### src/rtl/tile_gpu_pkg.sv
`default_nettype none
// ============================================================================
// Module      : tile_gpu_pkg
// Description : Shared opcodes, command FSM state encoding, rotate request
//               type and LFSR step function for the tile puzzle GPU.
// Revision    : 1.0 - initial parametrised generation
// ============================================================================
package tile_gpu_pkg;

  // User instruction opcodes
  localparam logic [3:0] INSTR_NONE      = 4'd0;
  localparam logic [3:0] INSTR_UP        = 4'd1;
  localparam logic [3:0] INSTR_RIGHT     = 4'd2;
  localparam logic [3:0] INSTR_LEFT      = 4'd3;
  localparam logic [3:0] INSTR_DOWN      = 4'd4;
  localparam logic [3:0] INSTR_RAM_RESET = 4'd5;
  localparam logic [3:0] INSTR_SHUFFLE   = 4'd6;

  // Widest row/column index a rotate request can carry
  localparam int ROT_POS_W = 16;

  // Galois feedback mask for taps 16,14,13,11 (right-shifting form)
  localparam logic [15:0] LFSR_TAPS = 16'hB400;

  // Command FSM states
  typedef enum logic [1:0] {
    ST_IDLE     = 2'd0,
    ST_REQ      = 2'd1,
    ST_SHUF     = 2'd2,
    ST_WAIT_REL = 2'd3
  } cmd_state_e;

  // Rotate request presented to the tile RAM
  typedef struct packed {
    logic [ROT_POS_W-1:0] pos;
    logic                 horizontal;
    logic                 increase;
  } rot_req_t;

  // One step of the 16-bit Galois LFSR
  function automatic logic [15:0] lfsr_next(input logic [15:0] s);
    lfsr_next = {1'b0, s[15:1]} ^ (s[0] ? LFSR_TAPS : 16'h0000);
  endfunction

endpackage
`default_nettype wire

### src/rtl/tile_gpu_pixel_pipe.sv
`default_nettype none
// ============================================================================
// Module      : tile_gpu_pixel_pipe
// Description : Three-stage pixel path. S1 registers the scan address and
//               window flag, S2 forms the scrolled tile RAM address and the
//               cursor hit, S3 produces the final (optionally inverted) colour.
// Revision    : 1.0 - initial parametrised generation
// ============================================================================
module tile_gpu_pixel_pipe #(
  parameter int GRID_BITS = 4,
  parameter int COLOR_W   = 3,
  parameter int COORD_W   = 11,
  parameter int WIN_X0    = 231,
  parameter int WIN_Y0    = 36,
  parameter int WIN_SIZE  = 481
) (
  input  logic                   sysclk,
  input  logic                   reset,
  input  logic [2*COORD_W-1:0]   display_addr,
  output logic [2*COORD_W-1:0]   mapper_display_addr,
  input  logic [GRID_BITS-1:0]   mapper_pixel_x,
  input  logic [GRID_BITS-1:0]   mapper_pixel_y,
  input  logic [GRID_BITS-1:0]   offset_x,
  input  logic [GRID_BITS-1:0]   offset_y,
  input  logic [GRID_BITS-1:0]   cursor_x,
  input  logic [GRID_BITS-1:0]   cursor_y,
  input  logic                   flash,
  output logic [2*GRID_BITS-1:0] pixel_addr,
  input  logic [COLOR_W-1:0]     pixel_data,
  output logic [COLOR_W-1:0]     display_data
);

  localparam logic [COORD_W-1:0] c_x_lo = COORD_W'(WIN_X0);
  localparam logic [COORD_W-1:0] c_x_hi = COORD_W'(WIN_X0 + WIN_SIZE - 1);
  localparam logic [COORD_W-1:0] c_y_lo = COORD_W'(WIN_Y0);
  localparam logic [COORD_W-1:0] c_y_hi = COORD_W'(WIN_Y0 + WIN_SIZE - 1);

  logic [COORD_W-1:0]     scan_x;
  logic [COORD_W-1:0]     scan_y;
  logic [2*COORD_W-1:0]   addr_q,  addr_d;
  logic                   win1_q,  win1_d;
  logic [2*GRID_BITS-1:0] paddr_q, paddr_d;
  logic                   hit_q,   hit_d;
  logic                   win2_q,  win2_d;
  logic [COLOR_W-1:0]     disp_q,  disp_d;

  assign scan_x = display_addr[2*COORD_W-1:COORD_W];
  assign scan_y = display_addr[COORD_W-1:0];

  // Next values of all three pipeline stages
  always_comb begin
    addr_d  = display_addr;
    win1_d  = (scan_x >= c_x_lo) && (scan_x <= c_x_hi) &&
              (scan_y >= c_y_lo) && (scan_y <= c_y_hi);
    // Sums keep GRID_BITS width so scrolling wraps around the grid
    paddr_d = {mapper_pixel_y + offset_y, mapper_pixel_x + offset_x};
    hit_d   = flash && (mapper_pixel_x == cursor_x) && (mapper_pixel_y == cursor_y);
    win2_d  = win1_q;
    disp_d  = win2_q ? (hit_q ? ~pixel_data : pixel_data) : '0;
  end

  // Pipeline registers
  always_ff @(posedge sysclk) begin
    if (reset) begin
      addr_q  <= '0;
      win1_q  <= 1'b0;
      paddr_q <= '0;
      hit_q   <= 1'b0;
      win2_q  <= 1'b0;
      disp_q  <= '0;
    end else begin
      addr_q  <= addr_d;
      win1_q  <= win1_d;
      paddr_q <= paddr_d;
      hit_q   <= hit_d;
      win2_q  <= win2_d;
      disp_q  <= disp_d;
    end
  end

  assign mapper_display_addr = addr_q;
  assign pixel_addr          = paddr_q;
  assign display_data        = disp_q;

endmodule
`default_nettype wire

### src/rtl/tile_puzzle_gpu.sv
`default_nettype none
// ============================================================================
// Module      : tile_puzzle_gpu
// Description : Puzzle GPU top. Command FSM for cursor moves, row/column
//               rotates (req/ack to the tile RAM) and RAM reset, free-running
//               cursor flash, and the pipelined pixel path.
//               Optional auto-shuffle: TILE_PUZZLE_GPU_AUTOSHUFFLE_EN.
// Revision    : 1.0 - initial parametrised generation
// ============================================================================
module tile_puzzle_gpu
  import tile_gpu_pkg::*;
#(
  parameter int GRID_BITS     = 4,
  parameter int COLOR_W       = 3,
  parameter int COORD_W       = 11,
  parameter int WIN_X0        = 231,
  parameter int WIN_Y0        = 36,
  parameter int WIN_SIZE      = 481,
  parameter int FLASH_BITS    = 25,
  parameter int SHUFFLE_MOVES = 64
) (
  input  logic                   sysclk,
  input  logic                   reset,
  input  logic [3:0]             instruction,
  input  logic                   scramble,
  input  logic [2*COORD_W-1:0]   display_addr,
  output logic [2*COORD_W-1:0]   mapper_display_addr,
  input  logic [GRID_BITS-1:0]   mapper_pixel_x,
  input  logic [GRID_BITS-1:0]   mapper_pixel_y,
  input  logic [GRID_BITS-1:0]   offset_x,
  input  logic [GRID_BITS-1:0]   offset_y,
  output logic [2*GRID_BITS-1:0] pixel_addr,
  input  logic [COLOR_W-1:0]     pixel_data,
  output logic [COLOR_W-1:0]     display_data,
  output logic                   ram_write,
  input  logic                   ram_ack,
  output logic [GRID_BITS-1:0]   ram_write_pos,
  output logic                   ram_write_horizontal,
  output logic                   ram_write_increase,
  output logic                   ram_reset,
  output logic                   busy
);

  localparam logic [GRID_BITS-1:0] c_cell_one = GRID_BITS'(1);
  localparam int                   c_pad_w    = ROT_POS_W - GRID_BITS;

  cmd_state_e             state_q, state_d;
  logic [GRID_BITS-1:0]   cursor_x_q, cursor_x_d;
  logic [GRID_BITS-1:0]   cursor_y_q, cursor_y_d;
  rot_req_t               rot_q, rot_d;
  logic                   ram_reset_q, ram_reset_d;
  logic [FLASH_BITS-1:0]  flash_cnt_q, flash_cnt_d;
  logic                   flash_q, flash_d;
  logic                   unused_pos_hi;

`ifdef TILE_PUZZLE_GPU_AUTOSHUFFLE_EN
  // A zero-length shuffle is clamped to one rotate
  localparam int SHUF_N = (SHUFFLE_MOVES < 1) ? 1 : SHUFFLE_MOVES;
  localparam int SHUF_W = $clog2(SHUF_N + 1);
  logic [15:0]       lfsr_q, lfsr_d;
  logic [SHUF_W-1:0] shuf_cnt_q, shuf_cnt_d;
`else
  localparam int unused_shuffle_moves = SHUFFLE_MOVES;
`endif

  // State register and all datapath flops
  always_ff @(posedge sysclk) begin
    if (reset) begin
      state_q     <= ST_IDLE;
      cursor_x_q  <= '0;
      cursor_y_q  <= '0;
      rot_q       <= '0;
      ram_reset_q <= 1'b0;
      flash_cnt_q <= '0;
      flash_q     <= 1'b0;
`ifdef TILE_PUZZLE_GPU_AUTOSHUFFLE_EN
      lfsr_q      <= 16'h0001;
      shuf_cnt_q  <= '0;
`endif
    end else begin
      state_q     <= state_d;
      cursor_x_q  <= cursor_x_d;
      cursor_y_q  <= cursor_y_d;
      rot_q       <= rot_d;
      ram_reset_q <= ram_reset_d;
      flash_cnt_q <= flash_cnt_d;
      flash_q     <= flash_d;
`ifdef TILE_PUZZLE_GPU_AUTOSHUFFLE_EN
      lfsr_q      <= lfsr_d;
      shuf_cnt_q  <= shuf_cnt_d;
`endif
    end
  end

  // Next-state and next-datapath logic of the command FSM
  always_comb begin
    state_d     = state_q;
    cursor_x_d  = cursor_x_q;
    cursor_y_d  = cursor_y_q;
    rot_d       = rot_q;
    ram_reset_d = 1'b0;
    // Flash runs regardless of FSM activity; phase flips on counter wrap
    flash_cnt_d = flash_cnt_q + FLASH_BITS'(1);
    flash_d     = (flash_cnt_q == '1) ? ~flash_q : flash_q;
`ifdef TILE_PUZZLE_GPU_AUTOSHUFFLE_EN
    lfsr_d      = lfsr_next(lfsr_q);
    shuf_cnt_d  = shuf_cnt_q;
`endif
    case (state_q)
      ST_IDLE: begin
        case (instruction)
          INSTR_UP, INSTR_RIGHT, INSTR_LEFT, INSTR_DOWN: begin
            if (scramble) begin
              // Up/down rotate the cursor column, left/right the cursor row
              if (instruction == INSTR_UP || instruction == INSTR_DOWN) begin
                rot_d.pos        = {{c_pad_w{1'b0}}, cursor_x_q};
                rot_d.horizontal = 1'b0;
                rot_d.increase   = (instruction == INSTR_UP);
              end else begin
                rot_d.pos        = {{c_pad_w{1'b0}}, cursor_y_q};
                rot_d.horizontal = 1'b1;
                rot_d.increase   = (instruction == INSTR_LEFT);
              end
              state_d = ST_REQ;
            end else begin
              case (instruction)
                INSTR_UP:    cursor_y_d = cursor_y_q - c_cell_one;
                INSTR_DOWN:  cursor_y_d = cursor_y_q + c_cell_one;
                INSTR_RIGHT: cursor_x_d = cursor_x_q + c_cell_one;
                default:     cursor_x_d = cursor_x_q - c_cell_one;
              endcase
              state_d = ST_WAIT_REL;
            end
          end
          INSTR_RAM_RESET: begin
            ram_reset_d = 1'b1;
            state_d     = ST_WAIT_REL;
          end
`ifdef TILE_PUZZLE_GPU_AUTOSHUFFLE_EN
          INSTR_SHUFFLE: begin
            shuf_cnt_d = SHUF_W'(SHUF_N);
            state_d    = ST_SHUF;
          end
`endif
          default: state_d = ST_IDLE;
        endcase
      end
      ST_REQ: begin
        if (ram_ack) begin
`ifdef TILE_PUZZLE_GPU_AUTOSHUFFLE_EN
          // Remaining shuffle moves send us back for another rotate
          state_d = (shuf_cnt_q != '0) ? ST_SHUF : ST_WAIT_REL;
`else
          state_d = ST_WAIT_REL;
`endif
        end
      end
      ST_SHUF: begin
`ifdef TILE_PUZZLE_GPU_AUTOSHUFFLE_EN
        rot_d.pos        = {{c_pad_w{1'b0}}, lfsr_q[GRID_BITS-1:0]};
        rot_d.horizontal = lfsr_q[GRID_BITS];
        rot_d.increase   = lfsr_q[GRID_BITS+1];
        shuf_cnt_d       = shuf_cnt_q - SHUF_W'(1);
        state_d          = ST_REQ;
`else
        state_d = ST_IDLE;
`endif
      end
      ST_WAIT_REL: begin
        if (instruction == INSTR_NONE) state_d = ST_IDLE;
      end
      default: state_d = ST_IDLE;
    endcase
  end

  // Moore outputs decoded from the registered state
  always_comb begin
    ram_write = (state_q == ST_REQ);
    busy      = (state_q != ST_IDLE);
  end

  assign ram_write_pos        = rot_q.pos[GRID_BITS-1:0];
  assign ram_write_horizontal = rot_q.horizontal;
  assign ram_write_increase   = rot_q.increase;
  assign ram_reset            = ram_reset_q;
  assign unused_pos_hi        = ^rot_q.pos[ROT_POS_W-1:GRID_BITS];

  tile_gpu_pixel_pipe #(
    .GRID_BITS (GRID_BITS),
    .COLOR_W   (COLOR_W),
    .COORD_W   (COORD_W),
    .WIN_X0    (WIN_X0),
    .WIN_Y0    (WIN_Y0),
    .WIN_SIZE  (WIN_SIZE)
  ) u_pixel_pipe (
    .sysclk              (sysclk),
    .reset               (reset),
    .display_addr        (display_addr),
    .mapper_display_addr (mapper_display_addr),
    .mapper_pixel_x      (mapper_pixel_x),
    .mapper_pixel_y      (mapper_pixel_y),
    .offset_x            (offset_x),
    .offset_y            (offset_y),
    .cursor_x            (cursor_x_q),
    .cursor_y            (cursor_y_q),
    .flash               (flash_q),
    .pixel_addr          (pixel_addr),
    .pixel_data          (pixel_data),
    .display_data        (display_data)
  );

endmodule
`default_nettype wire
### config.mk
export PLATFORM = sky130hd
export DESIGN_NAME = tile_puzzle_gpu
export DESIGN_NICKNAME = d
export VERILOG_FILES = /design/src/rtl/tile_gpu_pkg.sv /design/src/rtl/tile_gpu_pixel_pipe.sv /design/src/rtl/tile_puzzle_gpu.sv
export SDC_FILE = /design/constraint.sdc
export NUM_CORES = 1
export LEC_CHECK = 0
export ABC_AREA = 1
export BUFFER_PORTS_ARGS = -buffer_cell sky130_fd_sc_hd__buf_2
export CAP_MARGIN = 20
export CORE_MARGIN = 4
export CORE_UTILIZATION = 25
export DETAILED_ROUTE_END_ITERATION = 6
export MAX_ROUTING_LAYER = met4
export PLACE_DENSITY = 0.46
export SKIP_LAST_GASP = 1
export SLEW_MARGIN = 30
export SYNTH_ARGS = -nofsm -noshare
export SYNTH_HDL_FRONTEND = slang
export SYNTH_SLANG_ARGS = --single-unit
### constraint.sdc
create_clock -name sysclk -period 1.6 [get_ports sysclk]
set_clock_uncertainty 0.1 [all_clocks]
set_input_delay 0.16 -clock sysclk [delete_from_list [all_inputs] [get_ports sysclk]]
set_output_delay 0.16 -clock sysclk [all_outputs]
set_load 0.03 [all_outputs]
Word level (Yosys, flattened, before mapping)
Index checks and enable logic that the tools add are counted.
{"block": "word_totals", "ff_bits": 79, "elab_cells": 73}
{"block": "classes", "n_addsub": 7, "magnitude_cmp": 4, "eq_ne": 13, "n_mux": 10, "bitwise_logic": 6, "reduce_logical": 18}
{"cell": "25-bit by 1-bit adder with 25-bit output, second input constant", "count": 1}
{"cell": "25-bit equality test, second input constant", "count": 1}
{"cell": "11-bit by 10-bit less-or-equal comparator with 1-bit output, second input constant", "count": 2}
{"cell": "4-bit one-hot mux with 2 select lines", "count": 2}
{"cell": "11-bit by 6-bit >= comparator with 1-bit output, second input constant", "count": 1}
{"cell": "11-bit by 8-bit >= comparator with 1-bit output, second input constant", "count": 1}
{"cell": "4-bit by 1-bit adder with 4-bit output, second input constant", "count": 2}
{"cell": "4-bit adder", "count": 2}
{"cell": "4-bit by 2-bit equality test with 1-bit output, second input constant", "count": 2}
{"cell": "4-bit by 3-bit equality test with 1-bit output, second input constant", "count": 2}
{"cell": "4-bit equality test", "count": 2}
{"cell": "2-bit one-hot mux with 4 select lines", "count": 1}
{"cell": "4-bit AND reduction", "count": 2}
{"cell": "4-bit by 1-bit subtractor with 4-bit output, second input constant", "count": 2}
{"cell": "2-bit 2-to-1 mux", "count": 3}
{"cell": "6-bit 2-to-1 mux", "count": 1}
{"cell": "2-bit OR reduction", "count": 3}
{"cell": "1-bit logical AND", "count": 5}
{"cell": "1-bit NOT", "count": 5}
{"cell": "2-bit equality test, second input constant", "count": 2}
{"cell": "4-bit by 1-bit equality test with 1-bit output, second input constant", "count": 1}
{"cell": "4-bit zero test", "count": 1}
{"cell": "2-bit one-hot mux with 2 select lines", "count": 1}
{"cell": "2-bit nonzero test", "count": 2}
{"cell": "11 further kinds", "count": 11}

Logic depth before layout (Yosys ltp)
Gate-level depths: netlist of run 1.
{"block": "logic_depth", "ltp_word": 4, "depth_mapped": 12}

By module
Synthesis of run 1 repeated with hierarchy kept, for this count alone.
{"block": "unflattened", "hier_cells": 537, "area_unflattened_um2": 3823.7}
{"mod": "tile_puzzle_gpu", "n_inst": 1, "cells_each": 350, "area_per_inst_um2": 2347.3}
{"mod": "tile_gpu_pixel_pipe", "n_inst": 1, "cells_each": 187, "area_per_inst_um2": 1476.4}

Worst setup path after synthesis of run 1
OpenSTA, ideal clock, no wires.
{"block": "synth_path", "path_kind": "input port to flip-flop", "startpoint": "in instruction[1]", "endpoint": "reg cursor_y_q[3]", "setup_ps": 132, "arrival_ps": 1221, "slack_ps": 147, "path_stages": 11, "n_path_buf": 0, "path_cell_list": "nor2_2 nand2_4 ha_1 nand2_1 nand2_1 nor2_1 inv_1 nand2_1 nand2_1 nand2_1 a21oi_1"}
{"block": "synth_between", "elab_chain_len": 3, "word_cells_on_any_way": 8, "cone_classes": "eq/ne: 4; mux: 1; reduce/logical: 3"}
{"element": "start: declaration", "line": "tile_puzzle_gpu.sv:24", "source": "input logic [3:0] instruction,"}
{"element": "4-bit by 1-bit equality test with 1-bit output, or another cell as far along", "line": "tile_puzzle_gpu.sv:111, tile_puzzle_gpu.sv:126"}
{"element": "4-bit OR reduction or 2-bit nonzero test (tied branches)"}
{"element": "4-bit AND reduction (no line)"}
{"element": "end signal: assignment", "line": "tile_puzzle_gpu.sv:83", "source": "cursor_y_q <= cursor_y_d;"}
{"element": "end: declaration", "line": "tile_puzzle_gpu.sv:49", "source": "logic [GRID_BITS-1:0] cursor_y_q, cursor_y_d;"}
Several ways; a longest one is shown, not always the timed one.
A chain may end at the register's enable or synchronous reset.

Final worst setup path of run 1
{"block": "layout_path", "startpoint": "reg flash_cnt_q[0]", "endpoint": "reg flash_cnt_q[13]"}
{"block": "layout_between", "elab_chain_len": 1}
{"element": "start: declaration", "line": "tile_puzzle_gpu.sv:52", "source": "logic [FLASH_BITS-1:0] flash_cnt_q, flash_cnt_d;"}
{"element": "start signal: assignment", "line": "tile_puzzle_gpu.sv:86", "source": "flash_cnt_q <= flash_cnt_d;"}
{"element": "25-bit by 1-bit adder with 25-bit output", "line": "tile_puzzle_gpu.sv:103", "source": "flash_cnt_d = flash_cnt_q + FLASH_BITS'(1);"}
Every way passes these cells.

==> results of run 1 <==
-- worst min-delay path by stage --
stage                                            to              from  cells past startpoint
2_1_floorplan  u_pixel_pipe.mapper_display_addr[10]  display_addr[10]                      2
3_3_place_gp   u_pixel_pipe.mapper_display_addr[21]  display_addr[21]                      3
4_1_cts                                  state_q[1]           ram_ack                      3
6_report                                 state_q[1]           ram_ack                      3
5_1_grt                  u_pixel_pipe.pixel_addr[7]       offset_y[3]                      3
3_5_place_dp   u_pixel_pipe.mapper_display_addr[11]  display_addr[11]                      3
-- registers in the layout, summed over array words and instances (netlist names), 2 cells and up --
name                              flops
cursor_x_q                            4
cursor_y_q                            4
flash_cnt_q                          25
ram_write_pos                         4
state_q                               2
u_pixel_pipe.display_data             3
u_pixel_pipe.mapper_display_addr     22
u_pixel_pipe.pixel_addr               8
-- repair_timing --
action / CTS / global route
setup buffers: 0 / 4
hold endpoints to repair: 25 / 0
hold buffers: 25 / 0
pin swaps: 0 / 3
gates resized for setup: 1 / 11
setup endpoints to repair: 2 / 12
-- final cells by class --
class	instances	area, um2	share of cell area
multi-input combinational	351	1872	0.3672
clock inverter	6	91.34	0.01792
sequential	79	1585	0.3110
inverter	65	244.0	0.04786
timing repair buffer	133	835.8	0.1640
tap	184	230.2	0.04516
clock buffer	10	239.0	0.04688
-- power breakdown --
group          internal, W  switching, W  total, W
clock              0.00142      0.000854   0.00227
combinational     0.000269      0.000438  0.000707
sequential         0.00205     0.0000386   0.00209
-- cells in the final DEF, fill, tap and decap left out, types with 2 or more instances in the layout --
cell and count:
xnor2_1 8, fa_1 4, a21oi_1 32, bufinv_16 2, nand2_4 3, inv_2 2
o21ai_0 19, xor2_1 10, nor2_1 94, inv_1 63, dfxtp_1 76, buf_4 18
dfxtp_2 3, nor2_2 7, clkbuf_16 9, nand3b_1 3, nor3b_1 2, nand4_1 3
a21oi_2 3, nand2_1 100, buf_2 90, dlygate4sd3_1 25, o21ai_1 2, nand2_2 6
nor3_1 6, ha_1 10, o21a_1 2, inv_6 2, nor2_4 6, nand3_1 23
-- through the flow --
stage	power (W)	hold WS, ps	instance area, um2	TNS [ps]
3_3_place_gp	0.002785	278.1	4449	0
5_1_grt	0.005291	41.26	5097	-96.89
6_report	0.005068	13.90	5097	0
4_1_cts	0.005144	0.3969	5032	0
3_5_place_dp	0.002791	286.3	4449	-102.0
2_1_floorplan	0.002547	167.0	3695	0
-- routing by layer --
metal / up-vias / wire length [um]
li1: 1848 / -
met2: 54 / 4893
met5: - / 0
met1: 1600 / 4325
met4: 0 / 171
met3: 15 / 338
-- cell families after synthesis --
logic type | Yosys count
buf+inv | 73
xor+xnor | 18
fa+ha+maj | 15
simple gates | 256
compound gates | 62
flops | 79
-- critical path, delay by kind of cell, from the launching register on --
family	cells	cell delay, ps
AND/OR/NAND/NOR	4	590
flip-flops	1	330
buffers and inverters	2	250
AO/OA/AOI/OAI	1	90
-- cell usage after synthesis --
| library cell | n |
|---|---|
| nand2_1 | 101 |
| nor2_1 | 97 |
| dfxtp_1 | 79 |
| inv_1 | 63 |
| a21oi_1 | 32 |
| nand3_1 | 24 |
| o21ai_0 | 19 |
| ha_1 | 11 |
| xor2_1 | 10 |
| xnor2_1 | 8 |
| nand2_2 | 6 |
| nor3_1 | 6 |
| clkbuf_1 | 5 |
| nor2_2 | 5 |
| nor2_4 | 5 |
| fa_1 | 4 |
| a21oi_2 | 3 |
| nand3b_1 | 3 |
| nand4_1 | 3 |
| buf_1 | 2 |
| inv_2 | 2 |
| nand2_4 | 2 |
| nor3b_1 | 2 |
| o21a_1 | 2 |
| o21ai_1 | 2 |
| a31oi_1 | 1 |
| buf_2 | 1 |
| nor2_8 | 1 |
| nor3_2 | 1 |
| o211ai_1 | 1 |
| o21ai_2 | 1 |
| o22ai_1 | 1 |
==> flow_summary.json, run 1 <==
{
  "synthMuxAreaShare": 0,
  "port_buffers": 90,
  "cts_root_buffer": "clkbuf_16",
  "fin_crit_ps": 1484,
  "outcome": "complete, no violations",
  "cp-endpoint": "flash_cnt_q[13]",
  "io_pins": 91,
  "final_cells": 828,
  "ys_warn_count": 0,
  "use_met1": 0.1422,
  "synth_top_cell_area_share": 0.4280,
  "critical_path_arrival_ps": 1600,
  "yosysTopAreaCell": "dfxtp_1",
  "vias_per_cell": 4.248,
  "rows": 44,
  "finalHoldViolCount": 0,
  "startpoint": "flash_cnt_q[0]",
  "place_congestion": 0.8272,
  "drtPass1Iterations": 4,
  "netlist_top_cells_area": "dfxtp_1 43%, nand2_1 10%, nor2_1 9.9%",
  "syn_to_final_growth_pct": 37.96,
  "r2r_setup_slack_ps": 120,
  "p_leak_nw": 2.330,
  "utilization": 0.3521,
  "cp-end-kind": "register",
  "drc": 0,
  "detail_route.wl_per_cell_um": 11.75,
  "grt_pass1_wl_mm": 15.63,
  "synth-xor-area-share": 0.04267,
  "nFillCells": 1548,
  "vias": 3517,
  "rsz0062_at_grt": "yes",
  "cts_tree": "yes",
  "grt_overflow_total": 0,
  "critical_path.most_common_cell": "buf_4",
  "synth_area_um2": 3695,
  "worst_pin_slew_ps": 394.5,
  "vdd.ir_drop.worst_mv": 0.4363,
  "synthAdderAreaFrac": 0.05892,
  "fin_ws_ps": 115.9,
  "initialDrtViolationCount": 109,
  "fp.dieH_um": 129.6,
  "p_per_area_nw_per_um2": 994.2,
  "max_freq_mhz": 673.8,
  "die_w_um": 129.6,
  "slowest_stage": "dfxtp_2",
  "yosysSeqAreaShare": 0.4280,
  "ys_types": 32,
  "crit_path_start_kind": "register",
  "r2r_end": "flash_cnt_q[13]",
  "drv_cap": 0,
  "clk_pin_slew_ps": 60,
  "avgSynthCellArea_um2": 7.346,
  "insertedDiodeCount": 0,
  "start_util": 0.2552,
  "busiest_layer": "met2",
  "clock-sinks": 79,
  "antenna_left": 0,
  "grt_max_degree": 34,
  "relSlewSlack": 0.7370,
  "synth_top_family_by_area": "simple AND/OR/NAND/NOR gates",
  "die_area_um2": 16790,
  "numCtsBuffers": 9,
  "dp.cells": 783,
  "drv_slew": 0,
  "htree_levels": 3,
  "antenna_found_initial": 0,
  "syn_nets": 567,
  "cp_cell_sequence": "buf_4, nand3_1, nor3_4, buf_4, nand4_1, o21ai_0, nor2_1",
  "core_area_um2": 14480,
  "synth-compound-area-share": 0.09076,
  "rr_worst_depth": 7,
  "worstPathMaxFanout": 5,
  "synth-simple-area-share": 0.3051,
  "ys_seq_elements": 79,
  "required_ps": 1710,
  "grt_use_met3": 0.02927,
  "place_hpwl_mm": 7.271,
  "hold_path.class": "input pin to register",
  "pre_cts_ws_ps": -55.60,
  "routed_wl_mm": 9.729,
  "final_net_count": 703,
  "cts.path.max_buffers": 2,
  "cp_slowest_stage_delay_ps": 330,
  "grt_pass1_vias": 3408,
  "track_usage": 0.1196,
  "synth_cells": 503,
  "period_share": 0.9276,
  "setup_viol": 0,
  "path_class": "register to register",
  "drive_gt1_frac": 0.2469,
  "insertion_delay_ps": 340,
  "use_met2": 0.1981,
  "r2r-start": "flash_cnt_q[0]"
}
(Power assumes the default switching activity.)
==> run 2: changes to the inputs <==
PLACE_DENSITY = 0.47   (was 0.46)
clock period = 1.3 ns   (was 1.6 ns; I/O delays follow)
==> run 2 against run 1 <==
The flow now finishes with violations (negative setup slack). Maximum frequency is 4.5% higher. Global-route usage increased by 0.92 points. Sequential cell count unchanged.
==> flow_summary.json, run 2 (synthesis gave the netlist of run 1 again) <==
{
  "outcome": "complete, but fails checks",
  "violations": "negative setup slack",
  "drv_cap": 0,
  "final_common_cell": "nand2_1",
  "startpoint": "flash_cnt_q[0]",
  "die_area_um2": 16790,
  "routed_wl_mm": 10.31,
  "r2r-start": "flash_cnt_q[0]",
  "drv_slew": 0,
  "vias_per_cell": 4.224,
  "r2r_setup_slack_ps": -120,
  "top_register": "flash_cnt_q",
  "required_ps": 1420,
  "grt_pass1_wl_mm": 16.71,
  "setup_viol": 18,
  "drc": 0,
  "clock-sinks": 79,
  "numCtsBuffers": 9,
  "syn_to_final_growth_pct": 55.57,
  "largest_register_ffs": 25,
  "insertion_delay_ps": 340,
  "p_leak_nw": 2.603,
  "fp.dieH_um": 129.6,
  "utilization": 0.3970,
  "port_buffers": 90,
  "worstPathMaxFanout": 3,
  "clk_pin_slew_ps": 60,
  "worst_pin_slew_ps": 346.3,
  "initialDrtViolationCount": 142,
  "core_area_um2": 14480,
  "drive_gt1_frac": 0.3858,
  "r2r_end": "flash_cnt_q[6]",
  "rsz0062_at_grt": "yes",
  "vias": 3700,
  "final_net_count": 751,
  "antenna_found_initial": 0,
  "max_freq_mhz": 704.5,
  "crit_path_start_kind": "register",
  "hold_path_depth": 4,
  "hold_path.class": "input pin to register",
  "io_pins": 91,
  "min-delay-start": "offset_y[0]",
  "place_area_um2": 4813,
  "antenna_left": 0,
  "pre_cts_ws_ps": -256.7,
  "relSlewSlack": 0.7692,
  "period_share": 1.092,
  "cts_root_buffer": "clkbuf_16",
  "finalHoldViolCount": 0,
  "stdcell_area_um2": 5748,
  "detail_route.wl_per_cell_um": 11.77,
  "grt_overflow_total": 0,
  "insertedDiodeCount": 0,
  "cts_tree": "yes",
  "cp-end-kind": "register",
  "place_congestion": 0.8077,
  "final_cells": 876,
  "drtPass1Iterations": 4,
  "die_w_um": 129.6,
  "start_util": 0.2552,
  "p_per_area_nw_per_um2": 1079,
  "nFillCells": 1478,
  "min_to": "u_pixel_pipe.pixel_addr[4]",
  "grt_max_degree": 26,
  "final_cell_mix": "93 x nand2_1, 88 x buf_2, 77 x nor2_1",
  "cts.path.max_buffers": 2,
  "vdd.ir_drop.worst_mv": 0.6654,
  "fin_crit_ps": 1420,
  "grt_pass1_vias": 3584,
  "track_usage": 0.1287,
  "rr_worst_depth": 9,
  "dp.cells": 820,
  "htree_levels": 3,
  "rows": 44,
  "place_hpwl_mm": 7.778,
  "fin_ws_ps": -119.5,
  "critical_path_arrival_ps": 1540,
  "path_class": "register to register"
}
[run 2: cell types whose count changed in the layout (fill, tap and decap cells not counted), moves of 5 or more]
cell / delta
inv_1: -5
nor2_2: +9
buf_6: +5
dfxtp_1: -17
nor2_1: -17
nand2_2: +5
ha_4: +5
dfxtp_2: +12
buf_4: +43
dfxtp_4: +5
nor2_4: +8
nand2_1: -7
[run 2: area by class of cell]
type,count,area [um2],share of cell area
clock buffer,10,239.0,0.04158
clock inverter,6,68.82,0.01197
inverter,65,246.5,0.04288
multi-input combinational,351,2120,0.3687
sequential,79,1619,0.2817
tap,184,230.2,0.04005
timing repair buffer,181,1225,0.2131
[run 2: worst max-delay path by stage]
stage	endpoint	cells after the start	slack (ps)
after floorplan	cursor_y_q[3]	9	-1
after global placement	cursor_x_q[3]	13	-190
after detailed placement	cursor_x_q[3]	12	-260
after CTS	flash_cnt_q[22]	8	-110
after global routing	flash_cnt_q[22]	8	-210
final	flash_cnt_q[6]	9	-120
[run 2: metal layers]
metal / vias up / wire (um) / track usage
li1: 1952 / - / -
met1: 1690 / 4683 / 0.1591
met2: 46 / 5128 / 0.2047
met3: 12 / 335 / 0.03092
met4: 0 / 163 / 0.04707
met5: - / 0 / -
[run 2: critical path, cell delays in order (launching register included)]
cell,delay (ps)
dfxtp_4,360
ha_4,140
nand2_4,50
nor2_4,130
buf_4,130
buf_6,90
inv_4,30
nor2_2,100
xnor2_1,120
nor2_1,60
[run 2: through the flow]
stage	TNS, ps	total power (W)	hold slack, ps
after floorplan	-1.489	0.003153	137.0
after global placement	-2543	0.003500	246.6
after detailed placement	-3484	0.003511	255.3
after CTS	-793.6	0.006252	2.214
after global routing	-3099	0.006499	22.25
final	-963.7	0.006203	8.849
[run 2: where the power goes]
group | total [W] | switching (W) | internal [W]
clock | 0.00259 | 0.00104 | 0.00155
combinational | 0.00104 | 0.000596 | 0.000444
sequential | 0.00257 | 0.0000506 | 0.00252
[run 2: repair_timing]
action | 4_1_cts | 5_1_grt
pin swaps | 18 | 30
setup buffers | 8 | 7
hold endpoints to repair | 28 | 0
hold buffers | 27 | 0
resized for setup | 34 | 55
gates cloned | 0 | 0
endpoints found under the setup margin | 23 | 38
==> run 3: changes to the inputs <==
CORE_UTILIZATION = 40   (was 25)
PLACE_DENSITY = 0.67   (was 0.47)
==> run 3 against run 2 <==
The run still ends with negative setup slack left. Worst hold slack improved by 13 ps. Maximum frequency fell by 0.79%. Critical path depth did not move. Total power fell by 13%. Clock power fell by 32%. Critical endpoint is now flash_cnt_q[20].
==> flow_summary.json, run 3 (synthesis gave the netlist of run 1 again) <==
{
  "dr_wl_met3_um": 393,
  "r2r_setup_slack_ps": -130,
  "pre_cts_ws_ps": -253.3,
  "io_pins": 91,
  "largest_register_ffs": 25,
  "drive_gt1_frac": 0.3948,
  "switching_share": 0.3060,
  "antenna_found_initial": 0,
  "path_class": "register to register",
  "outcome": "complete, but fails checks",
  "p_int_w": 0.003757,
  "drtPass1Iterations": 4,
  "final_common_cell": "buf_2",
  "cts_root_buffer": "clkbuf_8",
  "vias_per_cell": 4.890,
  "die_w_um": 104.1,
  "worstPathMaxFanout": 3,
  "setup_viol": 24,
  "fin_crit_ps": 1431,
  "p_total_w": 0.005413,
  "die_area_um2": 10840,
  "cts.path.max_buffers": 2,
  "track_usage": 0.1973,
  "r2r_end": "flash_cnt_q[20]",
  "detail_route.wl_per_cell_um": 13.24,
  "syn_to_final_growth_pct": 53.23,
  "p_sw_w": 0.001656,
  "clkPwrFrac": 0.325,
  "start_util": 0.4176,
  "crit_path_start_kind": "register",
  "worst_pin_slew_ps": 379.2,
  "insertion_delay_ps": 350,
  "max_freq_mhz": 698.9,
  "grt_max_degree": 31,
  "required_ps": 1480,
  "drc": 0,
  "min-delay-start": "mapper_pixel_y[3]",
  "top_register": "flash_cnt_q",
  "fp.dieH_um": 104.1,
  "fin_ws_ps": -130.9,
  "place_hpwl_mm": 7.110,
  "final_cell_mix": "88 x buf_2, 86 x nand2_1, 74 x nor2_1",
  "htree_levels": 3,
  "dp.cells": 735,
  "violations": "negative setup slack",
  "vdd.ir_drop.worst_mv": 0.4639,
  "finalHoldViolCount": 0,
  "routed_wl_mm": 10.62,
  "hold_path_depth": 3,
  "period_share": 1.101,
  "numCtsBuffers": 9,
  "hold_path.class": "input pin to register",
  "clock-sinks": 79,
  "critical_path_arrival_ps": 1610,
  "highest_layer": "met4",
  "cts_tree": "yes",
  "grt_overflow_total": 0,
  "cp-end-kind": "register",
  "port_buffers": 90,
  "min_to": "u_pixel_pipe.pixel_addr[7]",
  "rsz0062_at_grt": "yes",
  "grt_pass1_wl_mm": 17.19,
  "startpoint": "flash_cnt_q[1]",
  "vias": 3922,
  "grt_pass1_vias": 3834,
  "routedLengthMet1_mm": 4.360,
  "final_cells": 802,
  "rr_worst_depth": 9,
  "rows": 34,
  "utilization": 0.6398,
  "insertedDiodeCount": 0,
  "relSlewSlack": 0.7472,
  "nFillCells": 735,
  "p_leak_nw": 2.589,
  "antenna_left": 0,
  "p_comb_frac": 0.202,
  "final_net_count": 753,
  "clk_pin_slew_ps": 90,
  "core_area_um2": 8848,
  "place_congestion": 0.8351,
  "met2_wirelength_mm": 5.465,
  "initialDrtViolationCount": 153,
  "r2r-start": "flash_cnt_q[1]",
  "p_per_area_nw_per_um2": 956.0,
  "drv_slew": 0,
  "seqPwrFrac": 0.473,
  "drv_cap": 0
}
## run 3: final cells by class
| type | count | area, um2 | area share |
|---|---|---|---|
| tap | 108 | 135.1 | 0.02387 |
| clock buffer | 10 | 137.6 | 0.02431 |
| timing repair buffer | 183 | 1297 | 0.2292 |
| clock inverter | 6 | 51.30 | 0.009061 |
| inverter | 65 | 246.5 | 0.04354 |
| multi-input combinational | 351 | 2152 | 0.3801 |
| sequential | 79 | 1642 | 0.2899 |
## run 3: worst max-delay path, cell delays in order, from the launching register on
cell and delay [ps]:
dfxtp_4 370, ha_4 170, nand2_4 70, nor2_4 50, buf_4 130, buf_6 100
buf_4 120, nand2_1 60, nand2_1 60, a21oi_1 140
## run 3: how the worst max path moves through the flow
stage	slack, ps	cells after the start	to
floorplan	-1	9	cursor_y_q[3]
global placement	-190	13	cursor_x_q[3]
detailed placement	-250	13	cursor_x_q[3]
CTS	-120	7	flash_cnt_q[17]
global route	-230	8	flash_cnt_q[14]
finish	-130	9	flash_cnt_q[20]
## run 3: routing by layer
| layer | global-route usage | up-vias |
|---|---|---|
| met5 | - | - |
| met4 | 0.1064 | 0 |
| met3 | 0.03166 | 34 |
| met2 | 0.3333 | 115 |
| met1 | 0.2241 | 1826 |
| li1 | - | 1947 |
## run 3: what timing repair did
action	in CTS	in global routing
buffers inserted	11	8
hold endpoints to repair	32	0
setup endpoints to repair	22	39
pin swaps	15	20
gates resized for setup	30	90
hold buffers	33	0
## run 3: per-stage QoR
step	setup TNS, ps	hold WS, ps	cell area [um2]
after floorplan	-1.489	137.0	3781
after global placement	-1919	248.4	4663
after detailed placement	-2726	257.3	4663
after CTS	-1662	3.883	5348
after global routing	-3642	9.374	5662
final	-1168	21.61	5662
## run 3: power by group through the flow
stage	Clock (W)	Combinational, W	Sequential (W)
global placement	0	0.000865	0.00262
detailed placement	0	0.000885	0.00262
finish	0.00176	0.00109	0.00256
floorplan	0	0.000384	0.00277
global route	0.00191	0.00119	0.00257
CTS	0.00180	0.00103	0.00257
